===== src/rtl/pifo_pkg.sv =====
// Shared PIFO definitions: sizing helper, comparator tie-break rules and the
// entry record layout used by every PIFO block.
package pifo_pkg;

   function automatic int clog2(input int n);
      int r = 0;
      for (int v = n - 1; v > 0; v = v >> 1) r++;
      return r;
   endfunction

   // Equal ranks: the min search keeps the oldest slot, the max search the newest.
   localparam bit MIN_TIE_OLDEST = 1'b1;
   localparam bit MAX_TIE_NEWEST = 1'b1;

   localparam int PIFO_RANK_WIDTH = 16;
   localparam int PIFO_META_WIDTH = 32;

   typedef struct packed {
      logic                       valid;
      logic [PIFO_RANK_WIDTH-1:0] rank;
      logic [PIFO_META_WIDTH-1:0] meta;
   } pifo_entry_t;

endpackage


===== src/rtl/pifo_sel_tree.sv =====
// Padded binary comparator tree over the PIFO slots; finds the head (min rank,
// oldest on ties) and the eviction victim (max rank, newest on ties).
module pifo_sel_tree
   import pifo_pkg::*;
#(
   parameter int DEPTH      = 8,
   parameter int RANK_WIDTH = 16,
   parameter int IDX_W      = clog2(DEPTH)
) (
   input  logic [DEPTH-1:0]                 valid_i,
   input  logic [DEPTH-1:0][RANK_WIDTH-1:0] rank_i,
   output logic [IDX_W-1:0]                 min_idx_o,
   output logic [IDX_W-1:0]                 max_idx_o
);

   localparam int LEVELS = clog2(DEPTH);
   localparam int LEAVES = 1 << LEVELS;
   localparam int NODES  = 2 * LEAVES - 1;

   typedef struct packed {
      logic                  valid;
      logic [RANK_WIDTH-1:0] rank;
      logic [IDX_W-1:0]      idx;
   } node_t;

   typedef struct packed {
      logic [IDX_W-1:0] min_idx;
      logic [IDX_W-1:0] max_idx;
   } sel_t;

   // Operand a always covers lower slot indices than b; invalid nodes never win.
   function automatic node_t pick_min(input node_t a, input node_t b);
      if (!b.valid) return a;
      if (!a.valid) return b;
      if (a.rank < b.rank || (a.rank == b.rank && MIN_TIE_OLDEST)) return a;
      return b;
   endfunction

   function automatic node_t pick_max(input node_t a, input node_t b);
      if (!a.valid) return b;
      if (!b.valid) return a;
      if (b.rank > a.rank || (b.rank == a.rank && MAX_TIE_NEWEST)) return b;
      return a;
   endfunction

   function automatic sel_t select(input logic [DEPTH-1:0]                 v,
                                   input logic [DEPTH-1:0][RANK_WIDTH-1:0] r);
      node_t mn [NODES];
      node_t mx [NODES];
      sel_t  res;
      for (int k = 0; k < LEAVES; k++) begin
         mn[LEAVES-1+k] = '0;
         if (k < DEPTH) begin
            mn[LEAVES-1+k].valid = v[k];
            mn[LEAVES-1+k].rank  = r[k];
            mn[LEAVES-1+k].idx   = IDX_W'(k);
         end
         mx[LEAVES-1+k] = mn[LEAVES-1+k];
      end
      for (int n = LEAVES - 2; n >= 0; n--) begin
         mn[n] = pick_min(mn[2*n+1], mn[2*n+2]);
         mx[n] = pick_max(mx[2*n+1], mx[2*n+2]);
      end
      res.min_idx = mn[0].idx;
      res.max_idx = mx[0].idx;
      return res;
   endfunction

   sel_t sel;

   assign sel       = select(valid_i, rank_i);
   assign min_idx_o = sel.min_idx;
   assign max_idx_o = sel.max_idx;

endmodule


===== src/rtl/pifo_reg_hs.sv =====
// Push-in-first-out register with valid/ready handshakes: presents the
// minimum-rank entry, evicts the worst entry on overflow.
module pifo_reg_hs
   import pifo_pkg::*;
#(
   parameter int DEPTH      = 8,
   parameter int RANK_WIDTH = 16,
   parameter int META_WIDTH = 32,
   parameter int CNT_WIDTH  = clog2(DEPTH + 1)
) (
   input  logic                  clk,
   input  logic                  rst,
   input  logic                  flush,
   input  logic                  in_valid,
   output logic                  in_ready,
   input  logic [RANK_WIDTH-1:0] in_rank,
   input  logic [META_WIDTH-1:0] in_meta,
   output logic                  out_valid,
   input  logic                  out_ready,
   output logic [RANK_WIDTH-1:0] out_rank,
   output logic [META_WIDTH-1:0] out_meta,
   output logic                  drop_valid,
   output logic [RANK_WIDTH-1:0] drop_rank,
   output logic [META_WIDTH-1:0] drop_meta,
   output logic [CNT_WIDTH-1:0]  num_entries,
   output logic                  empty,
   output logic                  full
);

   localparam int                   IDX_W    = clog2(DEPTH);
   localparam logic [CNT_WIDTH-1:0] CNT_ONE  = CNT_WIDTH'(1);
   localparam logic [CNT_WIDTH-1:0] CNT_FULL = CNT_WIDTH'(DEPTH);

   typedef struct packed {
      logic                  valid;
      logic [RANK_WIDTH-1:0] rank;
      logic [META_WIDTH-1:0] meta;
   } entry_t;

   entry_t                           slot_q [DEPTH];
   entry_t                           slot_d [DEPTH];
   entry_t                           in_entry;
   logic [CNT_WIDTH-1:0]             num_q, num_d;
   logic                             drop_valid_q, drop_valid_d;
   logic [RANK_WIDTH-1:0]            drop_rank_q, drop_rank_d;
   logic [META_WIDTH-1:0]            drop_meta_q, drop_meta_d;
   logic [DEPTH-1:0]                 valid_vec;
   logic [DEPTH-1:0][RANK_WIDTH-1:0] rank_vec;
   logic [IDX_W-1:0]                 min_idx, max_idx;
   logic                             is_empty, is_full, do_pop;

   always_comb begin
      for (int i = 0; i < DEPTH; i++) begin
         valid_vec[i] = slot_q[i].valid;
         rank_vec[i]  = slot_q[i].rank;
      end
   end

   pifo_sel_tree #(
      .DEPTH      (DEPTH),
      .RANK_WIDTH (RANK_WIDTH),
      .IDX_W      (IDX_W)
   ) u_sel (
      .valid_i   (valid_vec),
      .rank_i    (rank_vec),
      .min_idx_o (min_idx),
      .max_idx_o (max_idx)
   );

   assign is_empty = (num_q == '0);
   assign is_full  = (num_q == CNT_FULL);
   assign do_pop   = out_ready && !is_empty;
   assign in_entry = '{valid: 1'b1, rank: in_rank, meta: in_meta};

   always_comb begin
      // NOTE: every combinational output gets a default first, so no branch can infer a latch.
      slot_d       = slot_q;
      num_d        = num_q;
      drop_valid_d = 1'b0;
      drop_rank_d  = drop_rank_q;
      drop_meta_d  = drop_meta_q;
      if (flush) begin
         for (int i = 0; i < DEPTH; i++) slot_d[i].valid = 1'b0;
         num_d = '0;
      end else if (do_pop) begin
         // Close the gap left by the head; a same-cycle insert refills the top slot.
         for (int i = 0; i < DEPTH - 1; i++)
            if (IDX_W'(i) >= min_idx) slot_d[i] = slot_q[i+1];
         slot_d[DEPTH-1].valid = 1'b0;
         if (in_valid) begin
            for (int i = 0; i < DEPTH; i++)
               if (CNT_WIDTH'(i) == num_q - CNT_ONE) slot_d[i] = in_entry;
         end else begin
            num_d = num_q - CNT_ONE;
         end
      end else if (in_valid) begin
         if (!is_full) begin
            for (int i = 0; i < DEPTH; i++)
               if (CNT_WIDTH'(i) == num_q) slot_d[i] = in_entry;
            num_d = num_q + CNT_ONE;
         end else if (in_rank < slot_q[max_idx].rank) begin
            drop_valid_d = 1'b1;
            drop_rank_d  = slot_q[max_idx].rank;
            drop_meta_d  = slot_q[max_idx].meta;
            for (int i = 0; i < DEPTH - 1; i++)
               if (IDX_W'(i) >= max_idx) slot_d[i] = slot_q[i+1];
            slot_d[DEPTH-1] = in_entry;
         end else begin
            drop_valid_d = 1'b1;
            drop_rank_d  = in_rank;
            drop_meta_d  = in_meta;
         end
      end
   end

   // NOTE: registered state uses non-blocking assignments so all flops update together.
   // NOTE: only valid bits and counters are reset; payloads are gated by valid and need none.
   always_ff @(posedge clk) begin
      if (rst) begin
         for (int i = 0; i < DEPTH; i++) slot_q[i].valid <= 1'b0;
         num_q        <= '0;
         drop_valid_q <= 1'b0;
      end else begin
         slot_q       <= slot_d;
         num_q        <= num_d;
         drop_valid_q <= drop_valid_d;
         drop_rank_q  <= drop_rank_d;
         drop_meta_q  <= drop_meta_d;
      end
   end

   assign in_ready    = !rst;
   assign out_valid   = !is_empty;
   assign out_rank    = slot_q[min_idx].rank;
   assign out_meta    = slot_q[min_idx].meta;
   assign drop_valid  = drop_valid_q;
   assign drop_rank   = drop_rank_q;
   assign drop_meta   = drop_meta_q;
   assign num_entries = num_q;
   assign empty       = is_empty;
   assign full        = is_full;

endmodule


===== config.mk =====
export PLATFORM = sky130hd
export DESIGN_NAME = pifo_reg_hs
export DESIGN_NICKNAME = d
export VERILOG_FILES = /design/src/rtl/pifo_pkg.sv /design/src/rtl/pifo_sel_tree.sv /design/src/rtl/pifo_reg_hs.sv
export SDC_FILE = /design/constraint.sdc
export NUM_CORES = 2
export LEC_CHECK = 0
export CAP_MARGIN = 20
export CORE_ASPECT_RATIO = 2
export CORE_UTILIZATION = 55
export CTS_CLUSTER_SIZE = 12
export DETAILED_ROUTE_END_ITERATION = 12
export PLACE_DENSITY = 0.82
export SYNTH_ARGS = -nofsm -noshare
export SYNTH_HDL_FRONTEND = slang
export SYNTH_SLANG_ARGS = --single-unit

===== constraint.sdc =====
create_clock -name clk -period 21.8 [get_ports clk]
set_input_delay 5.45 -clock clk [delete_from_list [all_inputs] [get_ports clk]]
set_output_delay 5.45 -clock clk [all_outputs]
set_load 0.02 [all_outputs]

After elaboration in Yosys (flattened, before gate mapping)
Index checks and enable logic that the tools add are counted.
Operators by class
  divide/modulo/power cells: 0
  bitwise operators: 6
  $mul: 0
  shift operators: 0
  reduce and logical (&&, ||, !) cells: 48
  order comparisons: 31
  add/subtract/negate cells: 2
  multiplexer cells: 202
  eq/ne operators: 40
Operators with widths (number)
  $mux 392: 5
  $mux 49: 30
  $mux 20: 72
  $bmux 49 s3: 2
  $eq 16x16->1: 14
  $mux 48: 4
  $lt 16x16->1: 8
  $gt 16x16->1: 7
  $mux 1: 71
  $reduce_and 6->1: 8
  $mux 3: 12
  $eq 3x4->1 const A: 8
  $mux 32: 1
  $reduce_and 4->1: 7
  $ne 3x1->1 const B: 8
  $reduce_bool 3->1: 8
  $ge 3x3->1 const A: 6
  $eq 2x4->1 const A: 4
  $mux 16: 1
  $mux 4: 4
  $logic_or 1x1->1: 14
  $ge 1x3->1 const A: 4
  $ge 2x3->1 const A: 4
  $eq 1x4->1 const A: 2
  other kinds (16): 25
Storage, ports and cells
  memories kept: 0
  bits in latches: 0
  memory bits (read-only): 0
  RAM bits: 0
  output and inout bits: 105
  register bits: 445

Longest topological paths before layout
  depth in word-level cells: 33
  depth in mapped cells: 45
  mapped depth without buffers: 37

Modules after synthesis
From an unflattened synthesis, not the netlist that was laid out.
Second synthesis, totals
  cell total of the unflattened synthesis: 3623
  area, all modules: 38968.6 um^2
Modules (own cells, without submodules)
  pifo_reg_hs: cells an instance 2815, area each 32856.5 um^2, instances 1
  pifo_sel_tree: cells an instance 808, area each 6112.1 um^2, instances 1

Least setup slack after synthesis
OpenSTA, ideal clock, no wires.
  kind: reg2reg
  from: register slot_q (netlist bit rank_vec[103])
  to: register slot_q (netlist bit rank_vec[100]) (enable)
  slack: 8.190 ns
  period minus slack after synthesis: 13.610 ns
  arrival time: 13.037 ns
  cell stages (with the launch flop): 37
  setup time: 0.572 ns
  buffers on the path: 6
  cells stage by stage: edfxtp_1 > ha_1 > a21oi_1 > o21a_1 > o221ai_1 > a2111o_1 > nand3_1 > clkbuf_1 > buf_1 > mux2_2 > ha_1 > a2111oi_0 > nor4b_2 > o32ai_2 > and2_1 > clkbuf_1 > clkbuf_1 > nor2_1 > a21oi_1 > ha_1 > a211o_1 > a2111oi_0 > o21a_1 > or2_2 > nand2_1 > mux2_2 > buf_4 > buf_6 > mux2i_1 > a22oi_1 > o311ai_1 > ha_1 > a211o_1 > or2_2 > o31ai_4 > a31oi_1 > nor4_1
Between the ends
  cells in the longest elaborated chain, start to end: 31
RTL lines
  from (decl): RTL line pifo_reg_hs.sv:40  | entry_t slot_q [DEPTH];
  from (signal assigned): RTL line pifo_reg_hs.sv:124  | slot_q <= slot_d;
  $gt 16x16->1 or $eq 16x16->1 (tied branches): RTL line pifo_sel_tree.sv:42  | if (b.rank > a.rank || (b.rank == a.rank && MAX_TIE_NEWEST)) return b;
  $logic_or 1x1->1: RTL line pifo_sel_tree.sv:42
  $mux 1 (2 in a row): RTL line pifo_sel_tree.sv:42
  $mux 1: RTL line pifo_sel_tree.sv:41  | if (!b.valid) return a;
  $mux 20: RTL line pifo_sel_tree.sv:43  | return a;
  $mux 20: RTL line pifo_sel_tree.sv:42
  $mux 20: RTL line pifo_sel_tree.sv:41
  $gt 16x16->1 or $eq 16x16->1 (tied branches): RTL line pifo_sel_tree.sv:42
  [... 13 more ...]
  $mux 3: RTL line pifo_sel_tree.sv:42
  $mux 3: RTL line pifo_sel_tree.sv:41
  $not 3->4 (not written as such): RTL line pifo_reg_hs.sv:101  | end else if (in_rank < slot_q[max_idx].rank) begin
  $bmux 49 s3: RTL line pifo_reg_hs.sv:101
  $mux 48 (2 in a row)
  $lt 16x16->1: RTL line pifo_reg_hs.sv:101
  $ne 3x1->1 (no source line)
  $reduce_and 6->1 (no source line) *
Every way passes the cells marked *; elsewhere a longest branch is shown, timed or not. The select of a mux whose other input is x is not followed.
A chain may end at the register's enable or synchronous reset.

Worst setup path in the final report
  from: register slot_q (netlist bit rank_vec[38])
  to: output out_meta[0]
Between the ends
  cells in the longest elaborated chain, start to end: 28
RTL lines
  $lt 16x16->1 or $eq 16x16->1 (tied branches): RTL line pifo_sel_tree.sv:35  | if (a.rank < b.rank || (a.rank == b.rank && MIN_TIE_OLDEST)) return a;
  $logic_or 1x1->1: RTL line pifo_sel_tree.sv:35
  $mux 1 (2 in a row): RTL line pifo_sel_tree.sv:35
  $mux 1: RTL line pifo_sel_tree.sv:34  | if (!a.valid) return b;
  $mux 20: RTL line pifo_sel_tree.sv:36  | return b;
  $mux 20: RTL line pifo_sel_tree.sv:35
  $mux 20 *: RTL line pifo_sel_tree.sv:34
  $lt 16x16->1 or $eq 16x16->1 (tied branches): RTL line pifo_sel_tree.sv:35
  [... 9 more ...]
  $mux 1 (2 in a row): RTL line pifo_sel_tree.sv:35
  $mux 1: RTL line pifo_sel_tree.sv:34
  $mux 3: RTL line pifo_sel_tree.sv:36
  $mux 3: RTL line pifo_sel_tree.sv:35
  $mux 3 *: RTL line pifo_sel_tree.sv:34
  $not 3->4 (not written as such) *: RTL line pifo_reg_hs.sv:135  | assign out_meta = slot_q[min_idx].meta;
  $bmux 49 s3 *: RTL line pifo_reg_hs.sv:135
  $mux 48 (not written as such) * (2 in a row): RTL line pifo_reg_hs.sv:135
  to (decl): RTL line pifo_reg_hs.sv:21  | output logic [META_WIDTH-1:0] out_meta,
Marks and branches as above.

==> impl_metrics.ini <==
[status]
status = completed

[global_routing]
antenna_found_initial = 6
grt_pass1_vias = 37100
grt_pass1_wl_mm = 232
grt_max_degree = 97
overflow = 0
track_usage_pct = 43.6

[floorplanning]
coreArea_um2 = 68700
die_area_um2 = 70500
io-pin-count = 158
fp-row-count = 136
dieWidth_um = 188
start_util_pct = 55.5
die_h_um = 374

[clock_tree]
cts_buffer_depth = 3
ctsHoldBuffers = 0
tritoncts_num_sinks = 445
ctsResizeCount = 0
cts_made_buffers = 45
cts_tree = built
path_clk_slew_ns = 0.07
clockRootBuffer = clkbuf_16
post-cts-setup-buffers = 0
htree_levels = 2
worstSkewPairLatency_ns = 0.63

[logic_synthesis]
ys_types = 87
synth_warnings = 0
synth_seq_cells = 445
seq_area_frac_synth_pct = 34.7
netlist_instances = 4530
synth_ff_type = edfxtp_1
synth_edf_count = 432
syn_nets = 4763
async_flop_share_pct = 0
synth_area_um2 = 38100
syn_avg_cell_area_um2 = 8.42

[timing]
setup_violations = 0
max_slew_margin_pct = 20.8
finalClockSkew_ns = 0.0146
hold_viol_final = 0
fin_ws_ns = 3.76
tns_ns = 0
drv_slew = 0
fin_crit_sh_pct = 82.8
tightest_slew_ns = 1.19
period_minus_slack_ns = 18.04
max_freq_mhz = 55.4
rsz0062_at_grt = no

[drt]
wl_per_cell_um = 29.8
drc = 0
wl_mm = 157
postRouteAntennaNets = 0
vias = 39200
drt_iter0_drc = 6022
avgViaCountPerCell = 7.43
firstDrtPassIters = 8

[finish]
layoutNonFillerInstCount = 5278
finalInstanceArea_um2 = 41300
finalNetCount = 4586
layout-drive-gt1-share_pct = 5.48
final_core_util_pct = 60.1
syn_to_final_growth_pct = 8.31
fillers = 5988

[place]
dp_slack_ns = 5.00
dp_hpwl_mm = 95.9
placed_area_um2 = 39900
dp.cells = 5198
place_congestion = 1.12
numPortBuffers = 157

[pwr]
peakVddDrop_v = 0.0000666
power_switching_share_pct = 35.5
p_leak_nw = 15.7
clock_power_share_pct = 29.8
seqPwrFrac_pct = 38.2
net-switching-power_mw = 0.926
combPwrFrac_pct = 32.0
p_per_area_nw_per_um2 = 63.2
intPower_mw = 1.68

[critical_path]
path_class = reg2out
critical_path_required_ns = 16.35
critPathMaxStageDelay_ns = 0.83
cp.arrival_ns = 12.59
path_common_cell = a21oi_1
cp-start-kind = flop
slowest_stage = or2_4
cp_max_fo = 55
end_kind = primary output

[hold_path]
min_path_type = reg2reg

[job]
drv_cap = 0
[worst max-delay path: cells and delay by family (launching register included)]
family	cells	cell delay, ns
compound gates	20	4.96
buf+inv	6	3.51
simple gates	7	1.93
fa+ha+maj	3	0.95
flops	1	0.52
[cells in the final DEF (no fill, tap or decap), types with 46 or more instances in the layout]
cell | Yosys | final
a21oi_1 | 527 | 524
a221o_1 | 161 | 161
a31oi_1 | 66 | 66
a32o_1 | 49 | 49
and2_1 | 51 | 51
buf_4 | 12 | 78
clkdlybuf4s50_1 | 0 | 157
edfxtp_1 | 432 | 432
ha_1 | 180 | 180
inv_1 | 103 | 103
mux2i_1 | 432 | 432
nand2_1 | 688 | 679
nor2_1 | 276 | 272
nor2b_1 | 63 | 59
nor3_1 | 62 | 58
o211ai_1 | 46 | 46
o21ai_0 | 465 | 465
o221ai_1 | 100 | 98
[layout make-up]
class                   count  area, um2  share of cell area [%]
diodes                      2       5.00                  0.0121
clock buffers              66       1210                    2.94
clock inverters             7        121                   0.294
inverters                 104        390                   0.945
multi-input cells        3515      23000                    55.7
flip-flops and latches    445      13200                    32.0
well taps                 897       1120                    2.72
repair buffers            242       2230                    5.41
[stage by stage]
stage / hold WS (ns) / power (mW)
after floorplan: 0.523 / 1.53
after global placement: 0.596 / 1.80
after detailed placement: 0.592 / 1.81
after CTS: 0.603 / 2.57
after global routing: 0.669 / 2.67
final: 0.632 / 2.61
[kinds of logic after synthesis]
family                   synth area share (%)
AO/OA/AOI/OAI                            27.0
AND/OR/NAND/NOR                          13.8
buffers and inverters                    5.95
multiplexers                             12.5
flip-flops                               34.7
adder cells (fa/ha/maj)                  5.90
XOR/XNOR                               0.0689
[final timing paths]
kind	end	cells after the start	slack, ns	start
hold reg to reg	slot_q[293]	2	0.63	slot_q[293]
setup / recovery	out_meta[0]	36	3.76	rank_vec[38]
setup reg to reg	slot_q[156]	39	5.47	rank_vec[65]
hold / removal	slot_q[293]	2	0.63	slot_q[293]
[sequential cells by signal, indices dropped and copies added (netlist names)]
name         flops
drop_valid       1
slot_q         264
num_entries      4
rank_vec       128
drop_rank       16
drop_meta       32
[power by group through the flow]
stage                     logic, mW  clock network (mW)  registers [mW]
after floorplan               0.528                   0            1.01
after global placement        0.783                   0            1.01
after detailed placement      0.798                   0            1.01
after CTS                     0.801               0.771           0.996
after global routing          0.879               0.797           0.998
final                         0.836               0.777           0.997
[synthesized netlist by cell type (all sizes together) (4+ instances only)]
master     n  area (um2)
nand2    688        2580
a21oi    527        2640
o21ai    504        2530
mux2i    433        4340
edfxtp   432       13000
clkbuf   373        1400
nor2     276        1040
ha       180        2250
a221o    161        1610
inv      104         390
o221ai   100         876
buf       93         479
a31oi     66         413
nor3      64         330
nor2b     63         394
and2      54         338
a32o      49         490
o211ai    46         345
mux2      35         394
o22ai     32         206
nand4     27         169
a21o      26         195
nand3     24         120
a22oi     16         120
o311ai    15         149
dfxtp     13         260
o21a      13        97.6
a211oi    10        75.1
o31ai      9        86.3
a2111oi    8        95.1
and3       7        43.8
nor4       7        50.1
or2        6        37.5
nand2b     5        31.3
nor3b      5        37.5
or3        5        31.3
a211o      4        35.0
a21boi     4        30.0
[metal layers]
layer  vias up  wire (um)  GRT usage (%)
li1      16600          -              -
met1     18000      50100           49.4
met2      3441      71200           68.8
met3      1063      19900           10.1
met4        10      15900           37.8
met5         -         71              0
Note: power is estimated with default switching activity, not from simulation.
